--- src/rtl/pong_comm_pkg.sv ---
// Shared definitions for the inter-board Pong link (receive endpoint and
// transmit framer): message types, type-byte encodings, payload lengths
// and field widths.
package pong_comm_pkg;

    localparam int BALL_Y_W = 9;
    localparam int VEL_W    = 4;
    localparam int SCORE_W  = 5;

    localparam logic [7:0] TYPE_BALL         = 8'hA1;
    localparam logic [7:0] TYPE_MISS         = 8'hA2;
    localparam logic [7:0] TYPE_NEW_GAME     = 8'hA3;
    localparam logic [7:0] TYPE_NEW_GAME_ACK = 8'hA4;

    localparam logic [1:0] LEN_BALL         = 2'd3;
    localparam logic [1:0] LEN_MISS         = 2'd3;
    localparam logic [1:0] LEN_NEW_GAME     = 2'd1;
    localparam logic [1:0] LEN_NEW_GAME_ACK = 2'd0;

    // Encoding doubles as the bit position of the one-hot type flag.
    typedef enum logic [1:0] {
        MSG_BALL         = 2'd0,
        MSG_MISS         = 2'd1,
        MSG_NEW_GAME     = 2'd2,
        MSG_NEW_GAME_ACK = 2'd3
    } msg_type_t;

    function automatic logic is_type_byte(input logic [7:0] b);
        return (b == TYPE_BALL) || (b == TYPE_MISS) ||
               (b == TYPE_NEW_GAME) || (b == TYPE_NEW_GAME_ACK);
    endfunction

    function automatic msg_type_t byte_to_type(input logic [7:0] b);
        case (b)
            TYPE_BALL:     return MSG_BALL;
            TYPE_MISS:     return MSG_MISS;
            TYPE_NEW_GAME: return MSG_NEW_GAME;
            default:       return MSG_NEW_GAME_ACK;
        endcase
    endfunction

    function automatic logic [1:0] payload_len(input msg_type_t t);
        case (t)
            MSG_BALL:     return LEN_BALL;
            MSG_MISS:     return LEN_MISS;
            MSG_NEW_GAME: return LEN_NEW_GAME;
            default:      return LEN_NEW_GAME_ACK;
        endcase
    endfunction

    // Flag order: {new_game_ack, new_game, miss, ball}
    function automatic logic [3:0] type_onehot(input msg_type_t t);
        return 4'b0001 << t;
    endfunction

endpackage

--- src/rtl/pong_msg_receiver_if.sv ---
// Message-side bundle of the Pong receiver.
//   master : receiver side - drives the pending message, fields and error
//            pulses, samples message_acked.
//   slave  : game-state consumer side.
interface pong_msg_receiver_if;
    import pong_comm_pkg::*;

    logic                message_acked;
    logic                new_message_received;
    logic                ball_message_rx;
    logic                miss_message_rx;
    logic                new_game_message_rx;
    logic                new_game_ack_message_rx;
    logic [BALL_Y_W-1:0] ball_y_rx;
    logic [VEL_W-1:0]    velocity_x_rx;
    logic [VEL_W-1:0]    velocity_y_rx;
    logic [SCORE_W-1:0]  my_score_rx;
    logic [SCORE_W-1:0]  your_score_rx;
    logic                you_should_serve_rx;
    logic                you_serve_first_rx;
    logic                frame_error;
    logic                overrun;

    modport master (
        input  message_acked,
        output new_message_received, ball_message_rx, miss_message_rx,
               new_game_message_rx, new_game_ack_message_rx, ball_y_rx,
               velocity_x_rx, velocity_y_rx, my_score_rx, your_score_rx,
               you_should_serve_rx, you_serve_first_rx, frame_error, overrun
    );

    modport slave (
        output message_acked,
        input  new_message_received, ball_message_rx, miss_message_rx,
               new_game_message_rx, new_game_ack_message_rx, ball_y_rx,
               velocity_x_rx, velocity_y_rx, my_score_rx, your_score_rx,
               you_should_serve_rx, you_serve_first_rx, frame_error, overrun
    );

endinterface

--- src/rtl/uart_rx_byte.sv ---
// 8N1 UART byte receiver: 2-flop synchroniser plus bit-level FSM.
// Ports:
//   clock, reset  - system clock, async active-high reset
//   i_rxd         - raw serial line (idles high)
//   rx_byte       - last received byte, valid with byte_valid
//   byte_valid    - one-cycle pulse, cycle after a good stop-bit sample
//   stop_error    - one-cycle pulse, cycle after a low stop-bit sample
module uart_rx_byte #(
    parameter int CLKS_PER_BIT = 434
) (
    input  logic       clock,
    input  logic       reset,
    input  logic       i_rxd,
    output logic [7:0] rx_byte,
    output logic       byte_valid,
    output logic       stop_error
);

    localparam int CNT_W = (CLKS_PER_BIT > 2) ? $clog2(CLKS_PER_BIT) : 1;
    localparam logic [CNT_W-1:0] FULL_LAST = CNT_W'(CLKS_PER_BIT - 1);
    localparam logic [CNT_W-1:0] HALF_LAST = CNT_W'(CLKS_PER_BIT / 2 - 1);

    typedef enum logic [1:0] {S_IDLE, S_START, S_DATA, S_STOP} bit_state_t;

    bit_state_t       r_state, w_state_nxt;
    logic             r_sync1, r_sync2;
    logic [CNT_W-1:0] r_cnt, w_cnt_nxt;
    logic [2:0]       r_bit_idx, w_bit_idx_nxt;
    logic [7:0]       r_shift, w_shift_nxt;
    logic             r_byte_valid, w_byte_valid_nxt;
    logic             r_stop_error, w_stop_error_nxt;

    // Synchroniser resets to the idle (high) line level so reset release
    // never looks like a start bit.
    always_ff @(posedge clock or posedge reset) begin
        if (reset) begin
            r_sync1 <= 1'b1;
            r_sync2 <= 1'b1;
        end else begin
            r_sync1 <= i_rxd;
            r_sync2 <= r_sync1;
        end
    end

    always_ff @(posedge clock or posedge reset) begin
        if (reset) begin
            r_state      <= S_IDLE;
            r_cnt        <= '0;
            r_bit_idx    <= '0;
            r_shift      <= '0;
            r_byte_valid <= 1'b0;
            r_stop_error <= 1'b0;
        end else begin
            r_state      <= w_state_nxt;
            r_cnt        <= w_cnt_nxt;
            r_bit_idx    <= w_bit_idx_nxt;
            r_shift      <= w_shift_nxt;
            r_byte_valid <= w_byte_valid_nxt;
            r_stop_error <= w_stop_error_nxt;
        end
    end

    always_comb begin
        w_state_nxt      = r_state;
        w_cnt_nxt        = r_cnt + 1'b1;
        w_bit_idx_nxt    = r_bit_idx;
        w_shift_nxt      = r_shift;
        w_byte_valid_nxt = 1'b0;
        w_stop_error_nxt = 1'b0;
        case (r_state)
            S_IDLE: begin
                w_cnt_nxt = '0;
                if (!r_sync2) w_state_nxt = S_START;
            end
            S_START: begin
                // Mid-bit check rejects glitches shorter than half a bit.
                if (r_cnt == HALF_LAST) begin
                    w_cnt_nxt     = '0;
                    w_bit_idx_nxt = '0;
                    w_state_nxt   = r_sync2 ? S_IDLE : S_DATA;
                end
            end
            S_DATA: begin
                if (r_cnt == FULL_LAST) begin
                    w_cnt_nxt     = '0;
                    w_shift_nxt   = {r_sync2, r_shift[7:1]};   // LSB first
                    w_bit_idx_nxt = r_bit_idx + 3'd1;
                    if (r_bit_idx == 3'd7) w_state_nxt = S_STOP;
                end
            end
            S_STOP: begin
                if (r_cnt == FULL_LAST) begin
                    w_cnt_nxt   = '0;
                    w_state_nxt = S_IDLE;
                    if (r_sync2) w_byte_valid_nxt = 1'b1;
                    else         w_stop_error_nxt = 1'b1;
                end
            end
            default: w_state_nxt = S_IDLE;
        endcase
    end

    assign rx_byte    = r_shift;
    assign byte_valid = r_byte_valid;
    assign stop_error = r_stop_error;

endmodule

--- src/rtl/pong_msg_receiver.sv ---
// Receive endpoint of the inter-board Pong link. Deserialises UART bytes,
// parses TYPE/payload/CHK frames, verifies the XOR checksum and presents
// the message under a hold-until-acked handshake.
// Ports:
//   clock, reset - system clock, async active-high reset
//   UART_RXD     - serial input (asynchronous, idles high)
//   msg          - message bundle (master side): message_acked in; pending
//                  flag, one-hot type, fields, frame_error/overrun pulses out
//   good_frames, bad_frames - frame counters, only with PONG_RX_STATS_EN
// Optional build macro: PONG_RX_STATS_EN
module pong_msg_receiver
    import pong_comm_pkg::*;
#(
    parameter int CLKS_PER_BIT = 434,
    parameter int TIMEOUT_CLKS = 100000
) (
    input  logic                clock,
    input  logic                reset,
    input  logic                UART_RXD,
    pong_msg_receiver_if.master msg
`ifdef PONG_RX_STATS_EN
    ,
    output logic [15:0]         good_frames,
    output logic [7:0]          bad_frames
`endif
);

    localparam int TO_W = $clog2(TIMEOUT_CLKS + 1);
    localparam logic [TO_W-1:0] TIMEOUT_LAST = TO_W'(TIMEOUT_CLKS - 1);

    typedef enum logic [1:0] {P_HUNT, P_PAYLOAD, P_CHECK} parse_state_t;

    logic [7:0] w_rx_byte;
    logic       w_byte_valid;
    logic       w_stop_error;

    uart_rx_byte #(.CLKS_PER_BIT(CLKS_PER_BIT)) u_rx (
        .clock      (clock),
        .reset      (reset),
        .i_rxd      (UART_RXD),
        .rx_byte    (w_rx_byte),
        .byte_valid (w_byte_valid),
        .stop_error (w_stop_error)
    );

    // ---------------- parser FSM ----------------
    parse_state_t    r_pstate, w_pstate_nxt;
    msg_type_t       r_type, w_type_nxt;
    logic [7:0]      r_xor, w_xor_nxt;
    logic [1:0]      r_idx, w_idx_nxt;
    logic [7:0]      r_b1, w_b1_nxt;      // shadow payload byte 1
    logic [7:0]      r_b2, w_b2_nxt;      // shadow payload byte 2
    logic            r_b3, w_b3_nxt;      // only bit 0 of byte 3 is meaningful
    logic [TO_W-1:0] r_idle, w_idle_nxt;
    logic            w_commit, w_chk_bad, w_timeout;

    always_ff @(posedge clock or posedge reset) begin
        if (reset) begin
            r_pstate <= P_HUNT;
            r_type   <= MSG_BALL;
            r_xor    <= '0;
            r_idx    <= '0;
            r_b1     <= '0;
            r_b2     <= '0;
            r_b3     <= 1'b0;
            r_idle   <= '0;
        end else begin
            r_pstate <= w_pstate_nxt;
            r_type   <= w_type_nxt;
            r_xor    <= w_xor_nxt;
            r_idx    <= w_idx_nxt;
            r_b1     <= w_b1_nxt;
            r_b2     <= w_b2_nxt;
            r_b3     <= w_b3_nxt;
            r_idle   <= w_idle_nxt;
        end
    end

    always_comb begin
        w_pstate_nxt = r_pstate;
        w_type_nxt   = r_type;
        w_xor_nxt    = r_xor;
        w_idx_nxt    = r_idx;
        w_b1_nxt     = r_b1;
        w_b2_nxt     = r_b2;
        w_b3_nxt     = r_b3;
        w_commit     = 1'b0;
        w_chk_bad    = 1'b0;
        w_timeout    = 1'b0;
        // Inter-byte idle counter only runs while inside a frame.
        w_idle_nxt   = (r_pstate == P_HUNT || w_byte_valid) ? '0 : r_idle + 1'b1;

        if (w_stop_error) begin
            w_pstate_nxt = P_HUNT;
        end else if (w_byte_valid) begin
            case (r_pstate)
                P_HUNT: begin
                    // Non-type bytes are line noise or a lost frame tail.
                    if (is_type_byte(w_rx_byte)) begin
                        w_type_nxt   = byte_to_type(w_rx_byte);
                        w_xor_nxt    = w_rx_byte;
                        w_idx_nxt    = '0;
                        w_pstate_nxt = (payload_len(byte_to_type(w_rx_byte)) == 2'd0)
                                       ? P_CHECK : P_PAYLOAD;
                    end
                end
                P_PAYLOAD: begin
                    w_xor_nxt = r_xor ^ w_rx_byte;
                    case (r_idx)
                        2'd0:    w_b1_nxt = w_rx_byte;
                        2'd1:    w_b2_nxt = w_rx_byte;
                        default: w_b3_nxt = w_rx_byte[0];
                    endcase
                    w_idx_nxt = r_idx + 2'd1;
                    if (r_idx == payload_len(r_type) - 2'd1) w_pstate_nxt = P_CHECK;
                end
                P_CHECK: begin
                    if (w_rx_byte == r_xor) w_commit  = 1'b1;
                    else                    w_chk_bad = 1'b1;
                    w_pstate_nxt = P_HUNT;
                end
                default: w_pstate_nxt = P_HUNT;
            endcase
        end else if (r_pstate != P_HUNT && r_idle == TIMEOUT_LAST) begin
            w_timeout    = 1'b1;
            w_pstate_nxt = P_HUNT;
        end
    end

    // ---------------- commit / handshake ----------------
    logic                r_new_msg;
    logic [3:0]          r_flags;
    logic [BALL_Y_W-1:0] r_ball_y;
    logic [VEL_W-1:0]    r_vx, r_vy;
    logic [SCORE_W-1:0]  r_my_score, r_your_score;
    logic                r_should_serve, r_serve_first;
    logic                r_frame_error, r_overrun;
    logic                w_load, w_drop;

    // An ack in the commit cycle frees the slot for the incoming frame.
    assign w_load = w_commit && (!r_new_msg || msg.message_acked);
    assign w_drop = w_commit && r_new_msg && !msg.message_acked;

    always_ff @(posedge clock or posedge reset) begin
        if (reset) begin
            r_new_msg      <= 1'b0;
            r_flags        <= '0;
            r_ball_y       <= '0;
            r_vx           <= '0;
            r_vy           <= '0;
            r_my_score     <= '0;
            r_your_score   <= '0;
            r_should_serve <= 1'b0;
            r_serve_first  <= 1'b0;
            r_frame_error  <= 1'b0;
            r_overrun      <= 1'b0;
        end else begin
            r_frame_error <= w_stop_error | w_chk_bad | w_timeout;
            r_overrun     <= w_drop;
            if (w_load) begin
                r_new_msg <= 1'b1;
                r_flags   <= type_onehot(r_type);
                case (r_type)
                    MSG_BALL: begin
                        r_ball_y <= {r_b3, r_b1};
                        r_vx     <= r_b2[7:4];
                        r_vy     <= r_b2[3:0];
                    end
                    MSG_MISS: begin
                        // Sender's view of the score is mirrored for us.
                        r_my_score     <= r_b2[SCORE_W-1:0];
                        r_your_score   <= r_b1[SCORE_W-1:0];
                        r_should_serve <= r_b3;
                    end
                    MSG_NEW_GAME: r_serve_first <= r_b1[0];
                    default: ;
                endcase
            end else if (r_new_msg && msg.message_acked) begin
                r_new_msg <= 1'b0;
                r_flags   <= '0;
            end
        end
    end

    assign msg.new_message_received    = r_new_msg;
    assign msg.ball_message_rx         = r_flags[MSG_BALL];
    assign msg.miss_message_rx         = r_flags[MSG_MISS];
    assign msg.new_game_message_rx     = r_flags[MSG_NEW_GAME];
    assign msg.new_game_ack_message_rx = r_flags[MSG_NEW_GAME_ACK];
    assign msg.ball_y_rx               = r_ball_y;
    assign msg.velocity_x_rx           = r_vx;
    assign msg.velocity_y_rx           = r_vy;
    assign msg.my_score_rx             = r_my_score;
    assign msg.your_score_rx           = r_your_score;
    assign msg.you_should_serve_rx     = r_should_serve;
    assign msg.you_serve_first_rx      = r_serve_first;
    assign msg.frame_error             = r_frame_error;
    assign msg.overrun                 = r_overrun;

`ifdef PONG_RX_STATS_EN
    logic [15:0] r_good;
    logic [7:0]  r_bad;
    logic [8:0]  w_bad_sum;

    // Error and overrun may pulse together, so up to two per cycle.
    assign w_bad_sum = {1'b0, r_bad} + {8'd0, r_frame_error} + {8'd0, r_overrun};

    always_ff @(posedge clock or posedge reset) begin
        if (reset) begin
            r_good <= '0;
            r_bad  <= '0;
        end else begin
            if (w_load) r_good <= r_good + 16'd1;
            r_bad <= w_bad_sum[8] ? 8'hFF : w_bad_sum[7:0];
        end
    end

    assign good_frames = r_good;
    assign bad_frames  = r_bad;
`endif

endmodule

--- src/flat_wrapper.sv ---
// flat-port wrapper written by rule: the top's interface ports become plain ports
module pong_msg_receiver_flat import pong_comm_pkg::*;
#(
    parameter int CLKS_PER_BIT = 434,
    parameter int TIMEOUT_CLKS = 100000
)
  (clock, reset, UART_RXD, msg_message_acked, msg_new_message_received, msg_ball_message_rx, msg_miss_message_rx, msg_new_game_message_rx, msg_new_game_ack_message_rx, msg_ball_y_rx, msg_velocity_x_rx, msg_velocity_y_rx, msg_my_score_rx, msg_your_score_rx, msg_you_should_serve_rx, msg_you_serve_first_rx, msg_frame_error, msg_overrun);
  pong_msg_receiver_if msg_i ();
  input  logic clock;
  input  logic reset;
  input  logic UART_RXD;
  input wire logic [$bits(msg_i.message_acked)-1:0] msg_message_acked;
  output wire logic [$bits(msg_i.new_message_received)-1:0] msg_new_message_received;
  output wire logic [$bits(msg_i.ball_message_rx)-1:0] msg_ball_message_rx;
  output wire logic [$bits(msg_i.miss_message_rx)-1:0] msg_miss_message_rx;
  output wire logic [$bits(msg_i.new_game_message_rx)-1:0] msg_new_game_message_rx;
  output wire logic [$bits(msg_i.new_game_ack_message_rx)-1:0] msg_new_game_ack_message_rx;
  output wire logic [$bits(msg_i.ball_y_rx)-1:0] msg_ball_y_rx;
  output wire logic [$bits(msg_i.velocity_x_rx)-1:0] msg_velocity_x_rx;
  output wire logic [$bits(msg_i.velocity_y_rx)-1:0] msg_velocity_y_rx;
  output wire logic [$bits(msg_i.my_score_rx)-1:0] msg_my_score_rx;
  output wire logic [$bits(msg_i.your_score_rx)-1:0] msg_your_score_rx;
  output wire logic [$bits(msg_i.you_should_serve_rx)-1:0] msg_you_should_serve_rx;
  output wire logic [$bits(msg_i.you_serve_first_rx)-1:0] msg_you_serve_first_rx;
  output wire logic [$bits(msg_i.frame_error)-1:0] msg_frame_error;
  output wire logic [$bits(msg_i.overrun)-1:0] msg_overrun;
  assign msg_i.message_acked = msg_message_acked;
  assign msg_new_message_received = msg_i.new_message_received;
  assign msg_ball_message_rx = msg_i.ball_message_rx;
  assign msg_miss_message_rx = msg_i.miss_message_rx;
  assign msg_new_game_message_rx = msg_i.new_game_message_rx;
  assign msg_new_game_ack_message_rx = msg_i.new_game_ack_message_rx;
  assign msg_ball_y_rx = msg_i.ball_y_rx;
  assign msg_velocity_x_rx = msg_i.velocity_x_rx;
  assign msg_velocity_y_rx = msg_i.velocity_y_rx;
  assign msg_my_score_rx = msg_i.my_score_rx;
  assign msg_your_score_rx = msg_i.your_score_rx;
  assign msg_you_should_serve_rx = msg_i.you_should_serve_rx;
  assign msg_you_serve_first_rx = msg_i.you_serve_first_rx;
  assign msg_frame_error = msg_i.frame_error;
  assign msg_overrun = msg_i.overrun;
  pong_msg_receiver #(.CLKS_PER_BIT(CLKS_PER_BIT), .TIMEOUT_CLKS(TIMEOUT_CLKS)) u_core (.clock(clock), .reset(reset), .UART_RXD(UART_RXD), .msg(msg_i));
endmodule
--- config.mk ---
export PLATFORM = sky130hd
export DESIGN_NAME = pong_msg_receiver_flat
export DESIGN_NICKNAME = d
export VERILOG_FILES = /design/src/rtl/pong_comm_pkg.sv /design/src/rtl/pong_msg_receiver_if.sv /design/src/rtl/uart_rx_byte.sv /design/src/rtl/pong_msg_receiver.sv /design/src/flat_wrapper.sv
export SDC_FILE = /design/constraint.sdc
export NUM_CORES = 1
export LEC_CHECK = 0
export CORE_ASPECT_RATIO = 0.7
export CORE_MARGIN = 1
export CORE_UTILIZATION = 60
export DETAILED_ROUTE_END_ITERATION = 16
export PLACE_DENSITY_LB_ADDON = 0.12
export SETUP_SLACK_MARGIN = 0.5
export SLEW_MARGIN = 5
export SYNTH_ARGS = -nofsm -noshare
export SYNTH_HDL_FRONTEND = slang
export SYNTH_HIERARCHICAL = 1
export SYNTH_SLANG_ARGS = --single-unit
--- constraint.sdc ---
create_clock -name clock -period 3.95 [get_ports clock]
set_input_delay 0.79 -clock clock [delete_from_list [all_inputs] [get_ports clock]]
set_output_delay 0.79 -clock clock [all_outputs]
set_load 0.01 [all_outputs]
==> impl_metrics.ini <==
[setup_path]
r2r_start = u_core/u_rx/rx_byte[0]
r2r_setup_slack_ns = 1.61
critical_path.startpoint_type = input pin
end_kind = flip-flop
reg2reg_to = u_core/msg.my_score_rx[2]
critPathKind = in2reg
worstPathRequired_ns = 4.19
startpoint = msg_message_acked
rr_worst_depth = 4
arrival_ns = 2.91
crit_fanout = 12

[clocking]
root_buffer = clkbuf_16
cts_sinks = 110
ctsResizeCount = 0
cts_buffers = 9
clk_pin_slew_worst_paths_ns = 0.07
cts_hold_buf = 0
h-tree-depth = 3
post_cts_buffers = 0
cts_tree = done
clk-insertion-delay-late_ns = 0.35
cts_buffer_depth = 2

[finish]
antenna_cells = 0
area_delta_synth_final_pct = 15.2
final_common_cell = dfrtp_1
nets = 490
layout_common_cells = dfrtp_1, mux2_2, clkdlybuf4s50_1
drive_gt1_frac = 0.176

[timing]
fin_tns_setup_ns = 0
worst_slack_ns = 1.28
grt_setup_unrepaired = no
fin_skew_ns = 0.00824
setup_viol = 0
finalHoldViolations = 0
fin_crit_sh = 0.677
period_minus_slack_ns = 2.67
report.final.slew_viol_count = 0
max_slew.worst_pin.slew_ns = 0.943
relSlewSlack = 0.371
fmax_mhz = 374

[detailed_routing]
drtIter0Drc = 198
vias = 3583
wl_per_cell_um = 16.7
via_per_inst = 5.94
drtPass1Iterations = 4
drc_errors = 0
wl_mm = 10.1
ant_nets = 0

[hold_path]
min_from = u_core/u_rx/r_sync1
hp-class = reg2reg
hold_end = u_core/u_rx/r_sync2
whs_path_depth = 0

[run_status]
outcome = finished clean

[synthesis]
ys_async_sr_fraction = 1.00
synth-edff-count = 0
ys_ff_latch = 110
avgSynthCellArea_um2 = 11.8
seq_area_frac_synth = 0.529
synth_warnings = 6
ys.flop_type = dfrtp_1
synth_area_um2 = 5210
syn_nets = 455
synth_cells = 443
ys_types = 63

[global_route]
grt.total_usage = 0.242
grt_pass1_vias = 3492
antenna_found_initial = 0
grt-ovfl-total = 0
grt_max_degree = 45
grt_first_pass_wirelength_mm = 16.9

[placed_design]
hpwl_mm = 6.85
pre_cts_ws_ns = 0.896
portBuffers = 39
gp_congestion = 0.848

[pwr]
power_density_nw_per_um2 = 349
peakVddDrop_mv = 0.256
p_leak_nw = 2.61

[die]
ios = 40
chipHeight_um = 80.0
dieArea_um2 = 9060
fp.dieW_um = 113
core_area_um2 = 8440
num_rows = 28
start_util = 0.617

[flow_run]
drv_cap = 0
registers in the layout (all words and copies together), names as in the netlist, 5 cells and up, named ones only:
register,flops
u_core/msg.your_score_rx,5
u_core/u_rx/rx_byte,8
u_core/r_idle,17
u_core/r_b1,8
u_core/r_xor,8
u_core/msg.ball_y_rx,9
u_core/r_b2,8
u_core/u_rx/r_cnt,9
u_core/msg.my_score_rx,5
report_power, final:
| part | switching [mW] | internal, mW | leakage, nW |
|---|---|---|---|
| logic | 0.0267 | 0.0122 | 0.950 |
| registers | 0.00206 | 1.13 | 1.51 |
| clock network | 0.408 | 0.513 | 0.147 |
worst max-delay path by stage:
stage / to / depth (start not counted)
floorplan: u_core/msg.ball_y_rx[0] / 1
global placement: u_core/msg.ball_y_rx[7] / 6
detailed placement: u_core/msg.my_score_rx[2] / 5
CTS: u_core/msg.my_score_rx[2] / 5
global route: u_core/msg.my_score_rx[2] / 5
finish: u_core/msg.my_score_rx[2] / 5
cell families after synthesis:
kind of cell    Yosys count  share of synthesized area
flops                   110                      0.529
mux                      51                      0.117
fa+ha+maj                 8                     0.0192
simple gates            147                      0.173
compound gates           75                     0.0990
buf+inv                  30                     0.0262
xor+xnor                 22                     0.0370
metal layers:
metal | wire, um | track usage | vias to the layer above
li1 | - | - | 1697
met4 | 109 | 0.0737 | 0
met2 | 4690 | 0.385 | 95
met5 | 0 | 0 | -
met1 | 4770 | 0.335 | 1780
met3 | 485 | 0.0501 | 11
worst max-delay path, cell delays in order:
cell and delay [ns]:
clkdlybuf4s50_1 0.49, and2b_1 0.24, nor4b_1 0.31, nand4_1 0.58
mux2_2 0.51
cells in the mapped netlist, types with 4 or more instances:
library cell,instances,area [um2]
a21oi_1,13,65.1
a22oi_1,4,30.0
and2_1,4,25.0
and3_1,4,25.0
buf_2,6,30.0
clkbuf_1,7,26.3
dfrtp_1,108,2700
ha_1,8,100
inv_1,13,48.8
mux2_2,42,473
mux2_4,9,135
nand2_1,31,116
nand2b_1,12,75.1
nand3_1,10,50.1
nand4_1,16,100
nor2_1,19,71.3
nor2b_1,7,43.8
nor3_1,6,30.0
nor4b_1,5,43.8
o21ai_0,20,100
o221ai_1,5,43.8
o31ai_1,5,37.5
or3_1,8,50.1
xnor2_1,10,87.6
xor2_1,12,105
cell type report:
type | count | area [um2]
clock buffers | 10 | 239
clock inverters | 6 | 70.1
fillers | 624 | 2440
inverters | 13 | 50.0
multi-input cells | 303 | 2320
flip-flops and latches | 110 | 2760
well taps | 120 | 150
repair buffers | 41 | 418
stage by stage:
step                      std cells  instance area (um2)  power, mW   util  hold WS (ns)
after floorplan                 443                 5210       1.18      -         0.345
after global placement          587                 5690       1.19  0.674         0.346
after detailed placement        587                 5690       1.20  0.674         0.353
after CTS                       603                 6000       2.12  0.711         0.366
after global routing            603                 6000       2.17  0.711         0.371
final                           603                 6000       2.09  0.711         0.366
Power figures use the tool's default switching activity.
